===== config.mk =====
export PLATFORM = sky130hd
export DESIGN_NAME = ram_arbiter
export DESIGN_NICKNAME = d
export VERILOG_FILES = /design/src/rtl/ram_arbiter.sv
export SDC_FILE = /design/constraint.sdc
export NUM_CORES = 1
export LEC_CHECK = 0
export CORE_AREA = 2 2 121 123
export DETAILED_ROUTE_END_ITERATION = 6
export DIE_AREA = 0 0 123 125
export PLACE_DENSITY = 0.74
export SYNTH_ARGS = -nofsm -noshare
export SYNTH_HDL_FRONTEND = slang
export SYNTH_SLANG_ARGS = --single-unit

===== constraint.sdc =====
create_clock -name clk_i -period 3.5 [get_ports clk_i]
set_input_delay 0.7 -clock clk_i [delete_from_list [all_inputs] [get_ports clk_i]]
set_output_delay 0.7 -clock clk_i [all_outputs]
set_load 0.02 [all_outputs]

===== src/rtl/ram_arbiter.sv =====
// Two-master round-robin arbiter in front of a single-port RAM.
// Misaligned commands are rejected without touching the RAM; stalled accesses abort after TIMEOUT cycles.
module ram_arbiter #(
  parameter int unsigned TIMEOUT = 16
) (
  input  logic        clk_i,
  input  logic        rst_ni,

  input  logic        m0_req_i,
  input  logic        m0_we_i,
  input  logic [31:0] m0_addr_i,
  input  logic [31:0] m0_wdata_i,
  input  logic [1:0]  m0_hb_i,
  input  logic        m0_uload_i,
  output logic        m0_gnt_o,
  output logic        m0_err_o,
  output logic [31:0] m0_rdata_o,

  input  logic        m1_req_i,
  input  logic        m1_we_i,
  input  logic [31:0] m1_addr_i,
  input  logic [31:0] m1_wdata_i,
  input  logic [1:0]  m1_hb_i,
  input  logic        m1_uload_i,
  output logic        m1_gnt_o,
  output logic        m1_err_o,
  output logic [31:0] m1_rdata_o,

  output logic        ram_ce_o,
  output logic        ram_req_o,
  output logic        ram_we_o,
  output logic [31:0] ram_addr_o,
  output logic [31:0] ram_wdata_o,
  output logic [1:0]  ram_hb_o,
  output logic        ram_uload_o,
  input  logic        ram_gnt_i,
  input  logic [31:0] ram_rdata_i
);

  typedef enum logic [2:0] {
    IDLE    = 3'b001,
    ACCESS  = 3'b010,
    RELEASE = 3'b100
  } state_t;

  state_t      state;
  logic        owner;
  logic        last_served;
  logic [7:0]  count;
  logic [1:0]  gnt_q;
  logic [1:0]  err_q;
  logic [31:0] rdata0;
  logic [31:0] rdata1;

  logic        pick;
  logic [31:0] pick_addr;
  logic [1:0]  pick_hb;
  logic        pick_bad;
  logic        own_we;
  logic [31:0] own_addr;
  logic [31:0] own_wdata;
  logic [1:0]  own_hb;
  logic        own_uload;
  logic        in_access;

  // On a tie the master that was not served last wins; a lone requester always wins.
  assign pick      = (m0_req_i && m1_req_i) ? ~last_served : m1_req_i;
  assign pick_addr = pick ? m1_addr_i : m0_addr_i;
  assign pick_hb   = pick ? m1_hb_i   : m0_hb_i;
  assign pick_bad  = (pick_hb == 2'b11) ||
                     ((pick_hb == 2'b10) && (pick_addr[1:0] != 2'b00)) ||
                     ((pick_hb == 2'b01) && pick_addr[0]);

  assign own_we    = owner ? m1_we_i    : m0_we_i;
  assign own_addr  = owner ? m1_addr_i  : m0_addr_i;
  assign own_wdata = owner ? m1_wdata_i : m0_wdata_i;
  assign own_hb    = owner ? m1_hb_i    : m0_hb_i;
  assign own_uload = owner ? m1_uload_i : m0_uload_i;

  // RAM side is driven only while the state register says ACCESS, so reset drops it at once.
  assign in_access   = (state == ACCESS);
  assign ram_req_o   = in_access;
  assign ram_ce_o    = in_access;
  assign ram_we_o    = in_access ? own_we    : 1'b0;
  assign ram_addr_o  = in_access ? own_addr  : 32'h0;
  assign ram_wdata_o = in_access ? own_wdata : 32'h0;
  assign ram_hb_o    = in_access ? own_hb    : 2'b00;
  assign ram_uload_o = in_access ? own_uload : 1'b0;

  assign m0_gnt_o   = gnt_q[0];
  assign m1_gnt_o   = gnt_q[1];
  assign m0_err_o   = err_q[0];
  assign m1_err_o   = err_q[1];
  assign m0_rdata_o = rdata0;
  assign m1_rdata_o = rdata1;

  always_ff @(posedge clk_i or negedge rst_ni) begin
    if (!rst_ni) begin
      state       <= IDLE;
      owner       <= 1'b0;
      last_served <= 1'b1;
      count       <= 8'd0;
      gnt_q       <= 2'b00;
      err_q       <= 2'b00;
      rdata0      <= 32'h0;
      rdata1      <= 32'h0;
    end else begin
      case (state)
        IDLE: begin
          if (m0_req_i || m1_req_i) begin
            owner <= pick;
            if (pick_bad) begin
              state <= RELEASE;
              gnt_q <= {pick, ~pick};
              err_q <= {pick, ~pick};
            end else begin
              state <= ACCESS;
              count <= 8'd0;
            end
          end
        end
        ACCESS: begin
          if (ram_gnt_i) begin
            if (!own_we) begin
              if (owner) rdata1 <= ram_rdata_i;
              else       rdata0 <= ram_rdata_i;
            end
            state <= RELEASE;
            gnt_q <= {owner, ~owner};
            err_q <= 2'b00;
          end else if (count == 8'(TIMEOUT - 1)) begin
            state <= RELEASE;
            gnt_q <= {owner, ~owner};
            err_q <= {owner, ~owner};
          end else begin
            count <= count + 8'd1;
          end
        end
        RELEASE: begin
          gnt_q       <= 2'b00;
          err_q       <= 2'b00;
          last_served <= owner;
          state       <= IDLE;
        end
        default: state <= IDLE;
      endcase
    end
  end

endmodule


# --- Word-level counts from Yosys, hierarchy flattened ---
# Index checks and enable logic that the tools add are counted.
word_totals:
  ff_bits: 81
  in_bits: 173
  wordCells: 71
  output_inout_bits: 138
op_classes:
  mux: 30
  addsub: 1
  reduce_logical: 15
  bitwise_logic: 4
  n_eq_ne: 13
op_table:
  columns: ["op", "count"]
  rows:
  - ["$mux 32", 4]
  - ["$mux 8", 4]
  - ["$mux 2", 9]
  - ["$pmux 8 s2", 1]
  - ["$mux 3", 4]
  - ["$pmux 2 s3", 2]
  - ["$reduce_and 4->1", 3]
  - ["$ne 2x2->1 const B", 5]
  - ["$add 8x1->8 const B", 1]
  - ["$eq 8x4->1 const B", 1]
  - ["$pmux 3 s2", 1]
  - ["$mux 1", 5]
  - ["$reduce_and 5->1", 1]
  - ["$eq 2x2->1 const B", 2]
  - ["$not 1->1", 4]
  - ["$reduce_and 2->1", 2]
  - ["$reduce_bool 2->1", 2]
  - ["$eq 3x1->1 const B", 1]
  - ["$eq 3x2->1 const B", 1]
  - ["$eq 3x3->1 const B", 1]
  - ["$logic_and 1x1->1", 3]
  - ["$logic_or 1x1->1", 3]
  - ["$ne 3x2->1 const B", 1]
  - ["$reduce_bool 3->1", 1]
  - ["$eq 2x1->1 const B", 1]

# --- Logic depth before layout (Yosys ltp) ---
depth:
  ltp_word: 10
  ltp_mapped: 8
  depth_no_buf: 7

# --- Worst setup path after synthesis ---
# No wires, ideal clock.
synth_timing:
  path_kind: "flip-flop to output port"
  startpoint: "reg state[0]"
  endpoint: "out ram_hb_o[0]"
  required_ns: 2.800
  arrival_ns: 1.600
  n_path_buf: 2
  setup_slack_ns: 1.200
  stages_incl_launch_ff: 6
  path_cell_list: "dfstp_2 and2b_2 nand2_4 clkbuf_1 clkbuf_1 nor2_1"
synth_between:
  elab_chain_cells: 2
synth_rtl:
  columns: ["element", "line_no", "source"]
  rows:
  - ["start, declared", "46", "state_t state;"]
  - ["start signal, assigned", "99", "state <= IDLE;"]
  - ["start signal, assigned", "113", "state <= RELEASE;"]
  - ["start signal, assigned", "117", "state <= ACCESS;"]
  - ["$eq 3x2->1", "81", "assign in_access = (state == ACCESS);"]
  - ["$mux 2", "87", "assign ram_hb_o = in_access ? own_hb : 2'b00;"]
  - ["end, declared", "34", "output logic [1:0] ram_hb_o,"]
# Every way passes these cells.

# --- Final worst setup path ---
# Ends and elaborated chain as after synthesis.

==> flow_metrics.py <==
metrics = {
    "outcome": {
        "outcome": "completed",
    },
    "clock_network": {
        "cts_tree": "built",
        "cts_setup_buffers": 0,
        "htree_levels": 3,
        "clk_pin_slew_ps": 70,
        "cts_resized": 0,
        "cts-root-buf": "clkbuf_16",
        "insertion_delay_ps": 330,
        "cts_inserted_buffers": 9,
        "cts_sinks": 81,
        "cts_hold_buf": 0,
        "clockBufferDepth": 2,
    },
    "placed_design": {
        "gp_congestion": 0.9131,
        "hpwl_um": 13030,
        "port_buffers": 310,
    },
    "timing": {
        "fin_crit_ps": 3170,
        "hold_violations": 0,
        "rsz0062_at_grt": "no",
        "period_share": 0.9057,
        "setup_violations": 0,
        "setup_tns_ps": 0,
        "skew_ps": 10.55,
        "fmax_mhz": 315.5,
        "relSlewSlack": 0.3399,
        "drv_slew": 0,
        "tightest_slew_ps": 990.2,
    },
    "synthesis": {
        "synthFlopType": "dfrtp_1",
        "synth_compound_area_frac": 0.05378,
        "synth-adder-area-share": 0.002786,
        "syn-num-nets": 569,
        "yosys-top-cells-area": "dfrtp_1 44%, mux2i_1 16%, mux2_4 10%",
        "yosysWarningCount": 0,
        "synth_top_family_by_area": "multiplexers",
        "synth_top_cell_by_area": "dfrtp_1",
        "synth_common_cells": "79 x dfrtp_1, 72 x nor2_1, 70 x mux2i_1, 35 x mux2_1, 30 x mux2_4",
        "async_reset_ff_frac": 1.000,
        "yosysMostFrequentCell": "dfrtp_1",
        "synth_area_mm2": 0.004491,
        "synthXorXnorAreaFrac": 0,
        "ys_seq_area_frac": 0.4519,
        "synth.area.mux_share": 0.3541,
        "yosys.area.top_type_share": 0.4402,
        "synth.distinct_cells": 42,
        "synth-seq-cells": 81,
        "syn_avg_cell_area_um2": 11.37,
        "synth_edf_count": 0,
        "netlist_instances": 395,
        "synthSimpleGateAreaFrac": 0.1000,
    },
    "power": {
        "leakage_uw": 0.003576,
        "vdd_ir_drop_max_mv": 0.2651,
        "power_density_mw_per_mm2": 660.3,
    },
    "die": {
        "ios": 311,
        "coreArea_mm2": 0.01420,
        "fp-row-count": 44,
        "initial_core_util": 0.3162,
        "die-area_mm2": 0.01538,
        "dieWidth_um": 123,
        "die-height_um": 125,
    },
    "finish": {
        "drive_gt1_frac": 0.09829,
        "finalCoreUtilization": 0.5666,
        "nNetsFinal": 871,
        "fillers": 1187,
        "area_growth_pct": 79.21,
    },
    "worst_hold_path": {
        "hold_class": "register to register",
    },
    "worst_setup_path": {
        "worstSetupEndpointType": "output port",
        "arrival_ps": 2470,
        "startpoint_type": "register",
        "required_ps": 2800,
        "crit_type": "register to output port",
        "path_max_fanout": 55,
    },
    "route": {
        "ant_nets": 0,
        "wl_per_cell_um": 17.98,
        "vias": 4232,
        "drt_iter0_drc": 237,
        "viasPerCell": 4.771,
        "first_pass_iters": 5,
        "wl_um": 15950,
        "drc_errors": 0,
    },
    "global_route": {
        "antenna_found_initial": 3,
        "grt_max_degree": 82,
        "grt_remaining_overflow": 0,
        "grtUsageTotal": 0.2036,
        "grt_pass1_wl_um": 23960,
        "grt_pass1_vias": 4484,
    },
    "job": {
        "drv_cap": 0,
    },
}
cells in the final DEF (no fill, tap or decap), types with 7 or more instances in the layout:
cell,netlist,final
clkbuf_16,0,9
clkdlybuf4s50_1,0,309
dfrtp_1,79,78
inv_1,8,8
mux2_1,35,35
mux2_4,30,30
mux2i_1,70,70
nand2_1,10,10
nor2_1,72,72
nor3_1,7,7
o21ai_0,9,9
per-layer routing:
| layer | GRT usage | share of wire |
|---|---|---|
| met1 | 0.2056 | 0.35 |
| met2 | 0.3624 | 0.51 |
| met3 | 0.08759 | 0.11 |
| met4 | 0.08356 | 0.033 |
| met5 | 0 | 0.00069 |
registers in the layout, indices dropped and copies added (netlist names):
signal and count:
m0_rdata_o 32, m1_rdata_o 32, owner 1, state 3, count 8, last_served 1
err_q 2, gnt_q 2
metrics by stage:
stage / hold slack (ps) / cells / setup slack (ps) / instance area (um^2) / power (uW)
2_1_floorplan: 404.4 / 395 / 1200 / 4491 / 3124
3_3_place_gp: 474.6 / 870 / 601.3 / 7766 / 4412
3_5_place_dp: 480.8 / 870 / 595.3 / 7766 / 4482
4_1_cts: 495.0 / 886 / 312.5 / 8045 / 5365
5_1_grt: 506.5 / 887 / 208.2 / 8048 / 5608
6_report: 489.2 / 887 / 330.0 / 8048 / 5314
final timing paths:
check                      cells past startpoint                    endpoint  slack, ps                  startpoint
setup / recovery                               5                 ram_hb_o[0]        330        state[0]$_DFFE_PN1P_
hold / removal                                 1  m1_rdata_o[26]$_DFFE_PN0P_        490  m1_rdata_o[26]$_DFFE_PN0P_
setup reg to reg                               6   m1_rdata_o[4]$_DFFE_PN0P_        890        state[0]$_DFFE_PN1P_
hold reg to reg                                1  m1_rdata_o[26]$_DFFE_PN0P_        490  m1_rdata_o[26]$_DFFE_PN0P_
max in group asynchronous                      1           owner$_DFFE_PN0P_       2230                      rst_ni
min in group asynchronous                      1  m0_rdata_o[25]$_DFFE_PN0P_        550                      rst_ni
logic make-up (layout without fill, tap and decap cells):
logic type               count (synthesis)  after routing
multiplexers                           139            139
AND/OR/NAND/NOR                        103            103
flip-flops                              81             81
AO/OA/AOI/OAI                           36             36
buffers and inverters                   35            342
adder cells (fa/ha/maj)                  1              1
other                                    0              1
critical path, stage by stage, from the launching register on:
cell	delay, ps
dfstp_2	550
and2b_2	260
nand2_4	440
buf_4	270
nor2_1	60
clkdlybuf4s50_1	540
where the power goes:
| part | internal, uW | switching, uW |
|---|---|---|
| Clock | 485 | 385 |
| Combinational | 1540 | 1330 |
| Sequential | 1280 | 280 |
| Total | 3310 | 2000 |
final cells by class:
type,instances,area [um^2],share of cell area
antenna,1,2.502,0.0003109
clock buffer,9,225.2,0.02799
timing repair buffer,316,3171,0.3940
clock inverter,7,53.80,0.006685
inverter,10,37.54,0.004664
tap,184,230.2,0.02861
sequential,81,2033,0.2526
multi-input combinational,279,2295,0.2851
(Power assumes the default switching activity.)
==> RTL edit: new RTL, same settings <==
`TIMEOUT`: 16 -> 12.
--- a/src/rtl/ram_arbiter.sv
+++ b/src/rtl/ram_arbiter.sv
@@ -1,7 +1,7 @@
 // Two-master round-robin arbiter in front of a single-port RAM.
 // Misaligned commands are rejected without touching the RAM; stalled accesses abort after TIMEOUT cycles.
 module ram_arbiter #(
-  parameter int unsigned TIMEOUT = 16
+  parameter int unsigned TIMEOUT = 12
 ) (
   input  logic        clk_i,
   input  logic        rst_ni,
Check against the original RTL: no difference found for any inputs over 4 cycles, from zero or initial values and one cycle with rst_ni low; that may be too few to reach the edited logic, so the function may still have changed.
==> RTL edit against the original RTL <==
Routed wire length is 7.0% higher. Highest routed layer unchanged. Sequential power up 9.6%. Design area up 0.56%. Area after synthesis is 0.33% lower. Utilization grew 0.32 points. Cell count down 0.23%. Clock power rose by 9.9%. Maximum frequency decreased by 1.5%. Setup slack worse by 0.048 ns. Register-to-register slack improved by 0.06 ns. Sequential cell count unchanged. First-iteration DRC count down 36%. Total power is 12% higher. Largest power group unchanged. Largest cell class unchanged.
==> RTL edit: results (changes against the original RTL) <==
Arrival @ worst endpoint - 2.52 ns (was 2.47 ns)
Yosys cell types - 47 (was 42)
proportion of layout cells with a drive suffix above 1 - 10.13% (was 9.829%)
TritonRoute pass-1 iters - 4 (was 5)
Global Route met1 Usage - 22.85% (was 20.56%)
1st-iter DRT viols - 152 (was 237)
worst vdd ir - 0.2851 mV (was 0.2651 mV)
status - completed (unchanged)
total track usage - 22.29% (was 20.36%)
total number of vias - 4300 (was 4232)
Pleak - 3.639 nW (was 3.576 nW)
worst hold-check path type - input pin to async pin (was register to register)
reg2reg path depth - 4 (was 6)
DP HPWL - 13.76 mm (was 13.03 mm)
Post-synth top cells - dfrtp_1, nor2_1, mux2i_1 (unchanged)
Synth area leaders - dfrtp_1, mux2i_1, mux2_4 (unchanged)
initial antenna violation count - 1 (was 3)
met3 usage in global routing - 7.208% (was 8.759%)
largest net degree at the start of global routing - 44 (was 82)
dpl ws - 0.5424 ns (was 0.5953 ns)
Final GP Congestion - 0.9628 (was 0.9131)
number of global-route vias before repair - 4528 (was 4484)
Max FO, Critical Path - 39 (was 55)
Worst-Margin Slew - 0.6220 ns (was 0.9902 ns)
drt total wl - 17.06 mm (was 15.95 mm)
n_diodes - 0 (was 1)
global-route wire length before repair - 25.79 mm (was 23.96 mm)
Setup Skew - 0.003809 ns (was 0.01055 ns)
met2 global-route usage - 41.18% (was 36.24%)
-- RTL edit: changes by cell type in the layout (fill, tap and decap cells not counted), moves of 3 or more --
cell,change
nor2_1,+4
mux2_1,-3
a211o_1,+3
inv_1,-6
o211ai_1,-5
mux2_2,+3
o21ai_0,-5
-- RTL edit: final timing paths --
path                       slack, ns               to           start
min in group clk_i              0.49   m1_rdata_o[11]  m1_rdata_o[11]
hold / removal                  0.34   m0_rdata_o[24]          rst_ni
setup reg to reg                0.95    m0_rdata_o[0]           owner
setup / recovery                0.28  ram_wdata_o[19]        state[0]
hold reg to reg                 0.49   m1_rdata_o[11]  m1_rdata_o[11]
max in group asynchronous       2.44   m1_rdata_o[10]          rst_ni
-- RTL edit: critical path, delay by kind of cell (launching register included) --
family / cells / cell delay [ns]
buffers and inverters: 3 / 0.99
AND/OR/NAND/NOR: 3 / 0.60
flip-flops: 1 / 0.56
-- RTL edit: logic make-up after synthesis --
logic type      after synthesis  synth area share, %
mux                         138                35.31
fa+ha+maj                     1               0.2795
compound gates               35                5.703
buf+inv                      30                3.215
flops                        81                45.35
simple gates                107                10.15
-- RTL edit: layer usage --
layer | vias up | routed length, um | part of all wire [%]
met5 | - | 12 | 0.070
met4 | 2 | 497 | 2.9
met3 | 26 | 1556 | 9.1
met2 | 194 | 9063 | 53
met1 | 2089 | 5928 | 35
li1 | 1989 | - | -
-- RTL edit: area by class of cell --
type                    count  area [sq um]
repair buffers            318          3198
inverters                   6         22.52
clock buffers              11         252.7
multi-input cells         281          2303
flip-flops and latches     81          2033
well taps                 184         230.2
fillers                  1216          6111
clock inverters             4         52.55
-- RTL edit: power by group through the flow --
stage	logic (mW)	clock network [mW]	registers [mW]
after CTS	3.32	0.983	1.72
after detailed placement	3.30	0	1.73
final	3.29	0.956	1.71
after global placement	3.26	0	1.69
after floorplan	1.38	0	2.07
after global routing	3.49	1.03	1.77
-- RTL edit: metrics by stage --
step / instance area (sq um) / cells
5_1_grt: 8093 / 885
3_3_place_gp: 7787 / 870
4_1_cts: 8093 / 885
3_5_place_dp: 7787 / 870
6_report: 8093 / 885
2_1_floorplan: 4476 / 392
